[src/rtl/rsa_pkg.sv]
// Shared RSA definitions: datapath width, multiplier timing and the
// exponentiation FSM encoding, common to key generation and mod_exp.
package rsa_pkg;

    localparam int WIDTH      = 16;
    localparam int MUL_CYCLES = 16;

    typedef enum logic [2:0] {
        IDLE,
        LOAD,
        SQR,
        MUL,
        DONE
    } exp_state_t;

endpackage

[src/rtl/mod_mul.sv]
// Interleaved shift-add modular multiplier: one multiplier bit per cycle, MSB
// first; done pulses MUL_CYCLES (= WIDTH) cycles after start, product < n.
module mod_mul
    import rsa_pkg::*;
#(
    parameter int WIDTH = rsa_pkg::WIDTH
) (
    input  logic             clk,
    input  logic             rst,
    input  logic             start,
    input  logic [WIDTH-1:0] a,
    input  logic [WIDTH-1:0] b,
    input  logic [WIDTH-1:0] n,
    output logic [WIDTH-1:0] product,
    output logic             done
);

    localparam int CNT_W = $clog2(WIDTH + 1);

    logic [WIDTH-1:0] r;
    logic [WIDTH-1:0] r_nxt;
    logic [WIDTH-1:0] a_sh;
    logic [WIDTH-1:0] b_r;
    logic [WIDTH-1:0] n_r;
    logic [CNT_W-1:0] cnt;
    logic             active;

    // With r < n and b < n, 2r + b < 3n, so two subtractions always suffice.
    function automatic logic [WIDTH-1:0] mod_step(
        input logic [WIDTH-1:0] acc,
        input logic             bit_i,
        input logic [WIDTH-1:0] mult,
        input logic [WIDTH-1:0] md
    );
        logic [WIDTH+1:0] t;
        logic [WIDTH+1:0] nn;
        nn = {2'b00, md};
        t  = {1'b0, acc, 1'b0} + (bit_i ? {2'b00, mult} : '0);
        if (t >= nn) t = t - nn;
        if (t >= nn) t = t - nn;
        return t[WIDTH-1:0];
    endfunction

    always_comb begin
        r_nxt = mod_step(r, a_sh[WIDTH-1], b_r, n_r);
    end

    // NOTE: every register here uses <= so all updates see pre-edge values,
    // independent of statement order.
    always_ff @(posedge clk) begin
        if (rst) begin
            active  <= 1'b0;
            done    <= 1'b0;
            cnt     <= '0;
            r       <= '0;
            a_sh    <= '0;
            b_r     <= '0;
            n_r     <= '0;
            product <= '0;
        end else begin
            done <= 1'b0;
            if (start) begin
                // The launch edge already consumes the top bit of a.
                r      <= mod_step('0, a[WIDTH-1], b, n);
                a_sh   <= {a[WIDTH-2:0], 1'b0};
                b_r    <= b;
                n_r    <= n;
                cnt    <= CNT_W'(WIDTH - 1);
                active <= 1'b1;
            end else if (active) begin
                r    <= r_nxt;
                a_sh <= {a_sh[WIDTH-2:0], 1'b0};
                cnt  <= cnt - 1'b1;
                if (cnt == CNT_W'(1)) begin
                    active  <= 1'b0;
                    done    <= 1'b1;
                    product <= r_nxt;
                end
            end
        end
    end

endmodule

[src/rtl/mod_exp.sv]
// Left-to-right square-and-multiply modular exponentiation. Timing depends on
// the exponent's popcount on purpose: it is the side channel being studied.
module mod_exp
    import rsa_pkg::*;
#(
    parameter int WIDTH = rsa_pkg::WIDTH
) (
    input  logic             clk,
    input  logic             rst,
    input  logic             start,
    input  logic [WIDTH-1:0] base,
    input  logic [WIDTH-1:0] exponent,
    input  logic [WIDTH-1:0] modulus,
    output logic [WIDTH-1:0] result,
    output logic             busy,
    output logic             finish
);

    localparam int IDX_W = $clog2(WIDTH);

    exp_state_t       state;
    logic [WIDTH-1:0] base_r;
    logic [WIDTH-1:0] exp_r;
    logic [WIDTH-1:0] mod_r;
    logic [WIDTH-1:0] acc;
    logic [IDX_W-1:0] idx;
    logic             mul_start;
    logic [WIDTH-1:0] mul_a;
    logic [WIDTH-1:0] mul_b;
    logic [WIDTH-1:0] mul_product;
    logic             mul_done;

    mod_mul #(.WIDTH(WIDTH)) u_mul (
        .clk     (clk),
        .rst     (rst),
        .start   (mul_start),
        .a       (mul_a),
        .b       (mul_b),
        .n       (mod_r),
        .product (mul_product),
        .done    (mul_done)
    );

    always_ff @(posedge clk) begin
        if (rst) begin
            state     <= IDLE;
            base_r    <= '0;
            exp_r     <= '0;
            mod_r     <= '0;
            acc       <= '0;
            idx       <= '0;
            mul_start <= 1'b0;
            mul_a     <= '0;
            mul_b     <= '0;
            result    <= '0;
            busy      <= 1'b0;
            finish    <= 1'b0;
        end else begin
            case (state)
                IDLE: begin
                    if (start) begin
                        base_r <= base;
                        exp_r  <= exponent;
                        mod_r  <= modulus;
                        busy   <= 1'b1;
                        state  <= LOAD;
                    end
                end
                LOAD: begin
                    acc <= WIDTH'(1);
                    idx <= IDX_W'(WIDTH - 1);
                    // Modulus 0 or 1: every residue is 0, skip the loop.
                    if (mod_r[WIDTH-1:1] == '0) begin
                        result <= '0;
                        finish <= 1'b1;
                        busy   <= 1'b0;
                        state  <= DONE;
                    end else begin
                        mul_start <= 1'b1;
                        mul_a     <= WIDTH'(1);
                        mul_b     <= WIDTH'(1);
                        state     <= SQR;
                    end
                end
                SQR, MUL: begin
                    mul_start <= 1'b0;
                    if (mul_done) begin
                        acc <= mul_product;
                        if (state == SQR && exp_r[idx]) begin
                            mul_start <= 1'b1;
                            mul_a     <= mul_product;
                            mul_b     <= base_r;
                            state     <= MUL;
                        end else if (idx == '0) begin
                            result <= mul_product;
                            finish <= 1'b1;
                            busy   <= 1'b0;
                            state  <= DONE;
                        end else begin
                            idx       <= idx - 1'b1;
                            mul_start <= 1'b1;
                            mul_a     <= mul_product;
                            mul_b     <= mul_product;
                            state     <= SQR;
                        end
                    end
                end
                DONE: begin
                    finish <= 1'b0;
                    state  <= IDLE;
                end
                default: state <= IDLE;
            endcase
        end
    end

endmodule

[config.mk]
export PLATFORM = sky130hd
export DESIGN_NAME = mod_exp
export DESIGN_NICKNAME = d
export VERILOG_FILES = /design/src/rtl/rsa_pkg.sv /design/src/rtl/mod_mul.sv /design/src/rtl/mod_exp.sv
export SDC_FILE = /design/constraint.sdc
export NUM_CORES = 1
export LEC_CHECK = 0
export BUFFER_PORTS_ARGS = -buffer_cell sky130_fd_sc_hd__buf_2
export CAP_MARGIN = 0
export CORE_AREA = 5 5 162 164
export CTS_CLUSTER_SIZE = 40
export DETAILED_ROUTE_END_ITERATION = 7
export DIE_AREA = 0 0 167 169
export GPL_TIMING_DRIVEN = 1
export PLACE_DENSITY = 0.64
export SKIP_LAST_GASP = 1
export SYNTH_ARGS = -nofsm -noshare
export SYNTH_HDL_FRONTEND = slang
export SYNTH_HIERARCHICAL = 1
export SYNTH_SLANG_ARGS = --single-unit
[constraint.sdc]
create_clock -name clk -period 8.8 [get_ports clk]
set_input_delay 0.44 -clock clk [delete_from_list [all_inputs] [get_ports clk]]
set_output_delay 0.44 -clock clk [all_outputs]
set_load 0.02 [all_outputs]
==> impl_metrics.toml, run 1 <==
[status]
status = "finished clean"

[synthesis]
synth.cell_area_um2 = 12200
syn_avg_cell_area_um2 = 8.19
synth-main-ff-cell = "dfxtp_1"
ys_types = 76
ys_warn_count = 6
synth-edff-count = 0
syn-num-nets = 1624
seq_area_frac_synth_pct = 31.6
synthArstFlopShare_pct = 0
synth_seq_cells = 192
syn_inst = 1485

[layout]
layout_commonest_cell = "dfxtp_1"
finalNetCount = 1656
final_cell_mix = "dfxtp_1, nand2_1, nor2_1"
syn_to_final_growth_pct = 9.82
n_antenna_cell = 0
drive_gt1_share_pct = 11.2

[sta]
max_freq_mhz = 130
final-setup-viol-count = 0
maxSlewViolCount = 0
worstMarginPinSlew_ns = 1.24
skew_ns = 0.0217
finalSetupTns_ns = 0
fin_crit_ns = 7.68
rsz0062_at_grt = "false"
fin_crit_sh_pct = 87.2
slew_headroom_pct = 17.0
hold_violations = 0

[clock_tree]
ctsHtreeMaxLevel = 4
clock_path_buffers = 2
cts.clk_slew.worst_paths_ns = 0.09
clk_latency_ns = 0.45
postCtsSetupBuffers = 0
cts_root_buf = "clkbuf_16"
tritoncts = "built"
cts_buffers = 17
cts_resized = 0
cts_num_sinks = 192
ctsHoldBuffers = 0

[detailed_routing]
drt_iter0_drc = 751
dr.pass1.iters = 5
vias = 10500
vias_per_cell = 5.67
routedWlPerCell_um = 18.3
ant_nets = 0
drt-total-wl_mm = 34.0
drc = 0

[worst_setup_path]
path_max_fanout = 26
startpoint_type = "flop"
max_stage_delay_ns = 0.67
path_class = "flop to flop"
crit_top_cell = "a21oi_1"
crit_arrival_ns = 8.01
required_ns = 9.14
cpMaxStageDelayCell = "dfxtp_1"
worstSetupEndpointType = "flop"

[grt]
grt_max_degree = 89
antenna_found_initial = 0
grt_use_total_pct = 23.8
grt_pass1_wl_mm = 53.9
first_global_vias = 9919
grt_overflow_total = 0

[run]
max-cap-violations = 0

[floorplanning]
fp.coreArea_um2 = 24700
die_y_um = 169
die_area_um2 = 28200
rows = 58
initial_core_util_pct = 49.1
io_pins = 69
die_w_um = 167

[min_path]
hold_path_class = "primary input to flop"

[placement]
io_buffer_count = 68
routabilityCongestion = 0.912
hpwl_mm = 25.8
## worst max-delay path: cells and delay by family (launching register included)
family                   cells  cell delay (ns)
buffers and inverters        2             0.40
adder cells (fa/ha/maj)      3             0.89
AND/OR/NAND/NOR              7             1.27
flip-flops                   1             0.67
XOR/XNOR                     1             0.20
AO/OA/AOI/OAI               17             3.78
multiplexers                 1             0.35
## cell families after synthesis
logic type | share of synthesized area (%)
AO/OA/AOI/OAI | 19.7
XOR/XNOR | 4.68
adder cells (fa/ha/maj) | 9.37
buffers and inverters | 4.63
flip-flops | 31.6
multiplexers | 11.2
AND/OR/NAND/NOR | 18.8
## flip-flops by register name, indices dropped and copies added, names as in the netlist, 15 cells and up
name           cells
u_mul/product     16
exp_r             16
u_mul/b_r         16
u_mul/n_r         16
u_mul/a_sh        15
mul_a             16
result            16
mod_r             16
mul_b             16
u_mul/r           16
base_r            16
## through the flow
stage / hold slack, ns / area, µm² / std cells / setup WS [ns] / utilization, %
after floorplan: 0.433 / 12200 / 1485 / 2.19 / -
after global placement: 0.437 / 12700 / 1828 / 1.49 / 51.3
after detailed placement: 0.446 / 12700 / 1828 / 1.27 / 51.3
after CTS: 0.206 / 13300 / 1860 / 1.21 / 53.9
after global routing: 0.215 / 13300 / 1860 / 0.527 / 53.9
final: 0.220 / 13300 / 1860 / 1.12 / 53.9
## cell type report
type                    instances  area [µm²]
fillers                      2395       11400
inverters                      64         240
clock inverters                15         219
well taps                     330         413
clock buffers                  17         425
multi-input cells            1161        7770
repair buffers                 81         440
flip-flops and latches        192        3840
## routing by layer
metal,vias up,track usage [%],wire [µm]
met3,35,2.87,1580
met2,279,38.1,15100
met4,0,6.69,726
met5,-,0,0
li1,5282,-,-
met1,4945,33.9,16600
## synthesized netlist by cell type, types with 23 or more instances
master	instances	area [µm²]
mux2_2	28	315
xor2_1	23	201
and2_1	47	294
nor2_1	165	619
ha_1	83	1040
dfxtp_1	192	3840
mux2i_1	101	1010
a21oi_1	137	686
a21o_1	25	188
inv_1	64	240
nand2_1	176	661
clkbuf_1	50	188
xnor2_1	42	368
o21ai_0	55	275
## worst paths after layout
path	startpoint	to	slack (ns)	cells after the start
max	u_mul/a_sh[15]$_SDFFE_PP0P_	u_mul/product[0]$_SDFFE_PP0P_	1.12	31
min	exponent[2]	exp_r[2]$_SDFFE_PP0P_	0.22	3
max reg2reg	u_mul/a_sh[15]$_SDFFE_PP0P_	u_mul/product[0]$_SDFFE_PP0P_	1.12	31
min reg2reg	base_r[7]$_SDFFE_PP0P_	base_r[7]$_SDFFE_PP0P_	0.46	2
Power of run 1 is left out: the tool's default activity adds up to more than one toggle a clock period on the data nets, which glitch-free logic cannot reach.
==> run 2, diff against run 1 <==
--- a/config.mk
+++ b/config.mk
@@ -13,6 +13,7 @@
 export DIE_AREA = 0 0 167 169
 export GPL_TIMING_DRIVEN = 1
 export PLACE_DENSITY = 0.64
+export RECOVER_POWER = 100
 export SKIP_LAST_GASP = 1
 export SYNTH_ARGS = -nofsm -noshare
 export SYNTH_HDL_FRONTEND = slang
==> run 2 against run 1 <==
Effect of this change:
- the run now ends with max-capacitance violations, max-slew violations left
- wire length increased by 0.18%
- hold slack got worse by 0.00099 ns
- core utilization down 0.21 points
- non-clock buffer count did not move
- cell area fell by 0.38%
- global-route usage is the same
- critical path type unchanged
- largest cell class unchanged
- highest routed layer unchanged
==> impl_metrics.toml, run 2 (synthesis gave the netlist of run 1 again) <==
[layout]
layout_commonest_cell = "dfxtp_1"
final_cell_mix = "dfxtp_1, nand2_1, nor2_1"
n_antenna_cell = 0
finalNetCount = 1656
drive_gt1_share_pct = 9.74
fin_area_um2 = 13300
fin_util_pct = 53.7
syn_to_final_growth_pct = 9.40

[sta]
max_freq_mhz = 129
final-setup-viol-count = 0
slew_headroom_pct = -154
skew_ns = 0.0215
finalSetupTns_ns = 0
fin_crit_sh_pct = 88.4
hold-worst-slack_ns = 0.219
worstMarginPinSlew_ns = 3.82
fin_crit_ns = 7.78
rsz0062_at_grt = "false"
maxSlewViolCount = 169
hold_violations = 0

[worst_setup_path]
r2r_end = "u_mul/product[0]$_SDFFE_PP0P_"
crit_arrival_ns = 8.09
cp_top_family = "compound AO/OA/AOI/OAI gates"
max_stage_delay_ns = 0.68
rr_worst_depth = 31
cpMaxStageDelayCell = "dfxtp_1"
path_class = "flop to flop"
path_max_fanout = 26
startpoint_type = "flop"
critPathBufInv = 2
regToRegStartpoint = "u_mul/a_sh[15]$_SDFFE_PP0P_"
required_ns = 9.11
crit_top_cell = "a21oi_1"
worstSetupEndpointType = "flop"
rrSetupSlack_ns = 1.02

[grt]
grt_max_degree = 89
first_global_vias = 9919
grt_pass1_wl_mm = 53.9
grt_overflow_total = 0
antenna_found_initial = 0
grt_use_total_pct = 23.8

[detailed_routing]
drc = 0
drt_iter0_drc = 787
dr.pass1.iters = 7
ant_nets = 0
vias = 10500
routedWlPerCell_um = 18.3
drt-total-wl_mm = 34.1
vias_per_cell = 5.66

[min_path]
worstHoldStart = "exponent[2]"
hold_path_class = "primary input to flop"
min_to = "exp_r[2]$_SDFFE_PP0P_"
hold_path_depth = 3

[placement]
hpwl_mm = 25.8
placed_cell_area_um2 = 12700
routabilityCongestion = 0.912
io_buffer_count = 68

[floorplanning]
die_w_um = 167
initial_core_util_pct = 49.1
fp.coreArea_um2 = 24700
die_area_um2 = 28200
die_y_um = 169
io_pins = 69
rows = 58

[clock_tree]
cts_resized = 0
clk_latency_ns = 0.45
clock_path_buffers = 2
cts_num_sinks = 192
ctsHtreeMaxLevel = 4
postCtsSetupBuffers = 0
cts.clk_slew.worst_paths_ns = 0.09
tritoncts = "built"
cts_buffers = 17
ctsHoldBuffers = 0
cts_root_buf = "clkbuf_16"

[status]
violations = "max-capacitance violations, max-slew violations"
status = "finished, violations left"

[run]
max-cap-violations = 2
==> run 2: worst register-to-register path, delay by kind of cell (launching register included) <==
family                     cells  cell delay (ns)
buffers and inverters          2             0.40
DFF                            1             0.68
xor gates and xnor gates       1             0.20
adders and majority gates      3             0.91
muxes                          1             0.36
and+or+nand+nor                7             1.27
AOI/OAI and AO/OA             17             3.86
==> run 2: per-stage QoR <==
stage	std cells	setup slack [ns]
floorplan	1485	2.19
global placement	1828	1.49
detailed placement	1828	1.27
CTS	1860	1.21
global route	1860	0.420
finish	1860	1.02
==> run 2: final cells by class <==
| class | count | area [µm²] |
|---|---|---|
| Clock buffer | 17 | 425 |
| Tap cell | 330 | 413 |
| Multi-Input combinational cell | 1161 | 7740 |
| Fill cell | 2414 | 11400 |
| Sequential cell | 192 | 3840 |
| Timing Repair Buffer | 81 | 410 |
| Clock inverter | 15 | 219 |
| Inverter | 64 | 240 |
==> run 2: metal layers <==
layer  routed length (µm)  track usage [%]  share of wire, %  up-vias
met1                16300             33.9                48     4926
met2                15200             38.1                45      284
li1                     -                -                 -     5274
met5                    0                0                 0        -
met4                  711             6.69               2.1        0
met3                 1840             2.87               5.4       37
==> run 2: worst max path at each step <==
stage | end | from | cells after the start | slack (ns)
6_report | u_mul/product[0]$_SDFFE_PP0P_ | u_mul/a_sh[15]$_SDFFE_PP0P_ | 31 | 1.02
5_1_grt | u_mul/product[0]$_SDFFE_PP0P_ | u_mul/a_sh[15]$_SDFFE_PP0P_ | 31 | 0.42
4_1_cts | u_mul/product[0]$_SDFFE_PP0P_ | u_mul/a_sh[15]$_SDFFE_PP0P_ | 31 | 1.21
3_5_place_dp | u_mul/product[0]$_SDFFE_PP0P_ | u_mul/a_sh[15]$_SDFFE_PP0P_ | 31 | 1.27
3_3_place_gp | u_mul/product[0]$_SDFFE_PP0P_ | u_mul/a_sh[15]$_SDFFE_PP0P_ | 31 | 1.49
2_1_floorplan | u_mul/product[13]$_SDFFE_PP0P_ | u_mul/a_sh[15]$_SDFFE_PP0P_ | 34 | 2.19
Power of run 2 is left out for the same reason.
==> run 3, diff against run 2 <==
==> constraint.sdc (replaced) <==
create_clock -name clk -period 9.1 [get_ports clk]
set_input_delay 0.455 -clock clk [delete_from_list [all_inputs] [get_ports clk]]
set_output_delay 0.455 -clock clk [all_outputs]
set_load 0.02 [all_outputs]
==> run 3 against run 2 <==
Effect of this change:
- the run still ends with max-capacitance violations, max-slew violations left
- global-route usage grew 0.065 points
- fmax shrank 1.2%
- wire length shrank 0.33%
- sequential share of layout area is essentially flat
- core utilization is essentially flat
==> impl_metrics.toml, run 3 (synthesis gave the netlist of run 1 again) <==
[sta]
maxSlewViolCount = 169
skew_ns = 0.0213
worstMarginPinSlew_ns = 3.78
final-setup-viol-count = 0
hold_violations = 0
finalSetupTns_ns = 0
fin_crit_ns = 7.87
rsz0062_at_grt = "false"
fin_crit_sh_pct = 86.5
slew_headroom_pct = -152
max_freq_mhz = 127

[clock_tree]
clk_latency_ns = 0.45
tritoncts = "built"
cts.clk_slew.worst_paths_ns = 0.09
cts_root_buf = "clkbuf_16"
cts_num_sinks = 192
postCtsSetupBuffers = 0
ctsHtreeMaxLevel = 4
cts_buffers = 17
cts_resized = 0
ctsHoldBuffers = 0
clock_path_buffers = 2

[placement]
io_buffer_count = 68
routabilityCongestion = 0.914
hpwl_mm = 25.9

[worst_setup_path]
worstSetupEndpointType = "flop"
regToRegStartpoint = "u_mul/a_sh[15]$_SDFFE_PP0P_"
r2r_end = "u_mul/product[4]$_SDFFE_PP0P_"
crit_arrival_ns = 8.02
path_max_fanout = 26
path_depth = 31
rrSetupSlack_ns = 1.23
max_stage_delay_ns = 0.66
crit_top_cell = "a21oi_1"
cpMaxStageDelayCell = "dfxtp_1"
path_class = "flop to flop"
cp_top_family = "compound AO/OA/AOI/OAI gates"
required_ns = 9.25
startpoint_type = "flop"
crit_path_end = "u_mul/product[4]$_SDFFE_PP0P_"
critPathBufInv = 2
rr_worst_depth = 31
startpoint = "u_mul/a_sh[15]$_SDFFE_PP0P_"

[detailed_routing]
vias_per_cell = 5.65
drt-total-wl_mm = 34.0
vias = 10500
routedWlPerCell_um = 18.3
drt_iter0_drc = 871
dr.pass1.iters = 5
drc = 0
ant_nets = 0

[status]
violations = "max-capacitance violations, max-slew violations"
status = "finished, violations left"

[layout]
syn_to_final_growth_pct = 9.48
finalNetCount = 1656
layout_commonest_cell = "dfxtp_1"
drive_gt1_share_pct = 9.74
n_antenna_cell = 0
final_cell_mix = "dfxtp_1, nand2_1, nor2_1"

[floorplanning]
initial_core_util_pct = 49.1
die_y_um = 169
fp.coreArea_um2 = 24700
die_w_um = 167
rows = 58
die_area_um2 = 28200
io_pins = 69

[run]
max-cap-violations = 2

[grt]
first_global_vias = 9879
grt_max_degree = 89
antenna_found_initial = 0
grt_use_total_pct = 23.8
grt_pass1_wl_mm = 54.2
grt_overflow_total = 0

[min_path]
hold_path_class = "primary input to flop"
[run 3: worst min-delay path by stage]
stage / from / to / slack (ns) / cells after the start
after CTS: base[14] / base_r[14]$_SDFFE_PP0P_ / 0.22 / 3
after global placement: result[0]$_SDFFE_PP0P_ / result[0]$_SDFFE_PP0P_ / 0.44 / 2
final: base[14] / base_r[14]$_SDFFE_PP0P_ / 0.23 / 3
after global routing: exponent[6] / exp_r[6]$_SDFFE_PP0P_ / 0.22 / 3
after detailed placement: exp_r[13]$_SDFFE_PP0P_ / exp_r[13]$_SDFFE_PP0P_ / 0.45 / 2
after floorplan: exp_r[13]$_SDFFE_PP0P_ / exp_r[13]$_SDFFE_PP0P_ / 0.43 / 2
[run 3: area by class of cell]
| type | count | area (µm²) |
|---|---|---|
| Fill cell | 2350 | 11400 |
| Multi-Input combinational cell | 1161 | 7750 |
| Sequential cell | 192 | 3840 |
| Clock buffer | 17 | 425 |
| Tap cell | 330 | 413 |
| Timing Repair Buffer | 81 | 410 |
| Inverter | 64 | 240 |
| Clock inverter | 15 | 225 |
[run 3: worst min-delay path, delay by kind of cell]
kind | cells | cell delay (ns)
buffers and inverters | 1 | 0.10
AO/OA/AOI/OAI | 1 | 0.05
AND/OR/NAND/NOR | 1 | 0.04
[run 3: per-stage QoR]
stage,utilization [%],std cells,instance area (µm²),hold WS [ns],setup WS (ns)
2_1_floorplan,-,1485,12200,0.433,2.49
3_3_place_gp,51.3,1828,12700,0.438,1.79
3_5_place_dp,51.3,1828,12700,0.448,1.65
4_1_cts,54.0,1860,13400,0.215,1.61
5_1_grt,53.8,1860,13300,0.220,0.641
6_report,53.8,1860,13300,0.229,1.23
[run 3: layer usage]
layer | track usage [%] | up-vias | share of wire (%)
met5 | 0 | - | 0
met3 | 2.92 | 33 | 5.1
met1 | 34.0 | 4912 | 48
met4 | 7.33 | 0 | 2.2
met2 | 37.7 | 268 | 45
li1 | - | 5297 | -
Power of run 3 is left out for the same reason.
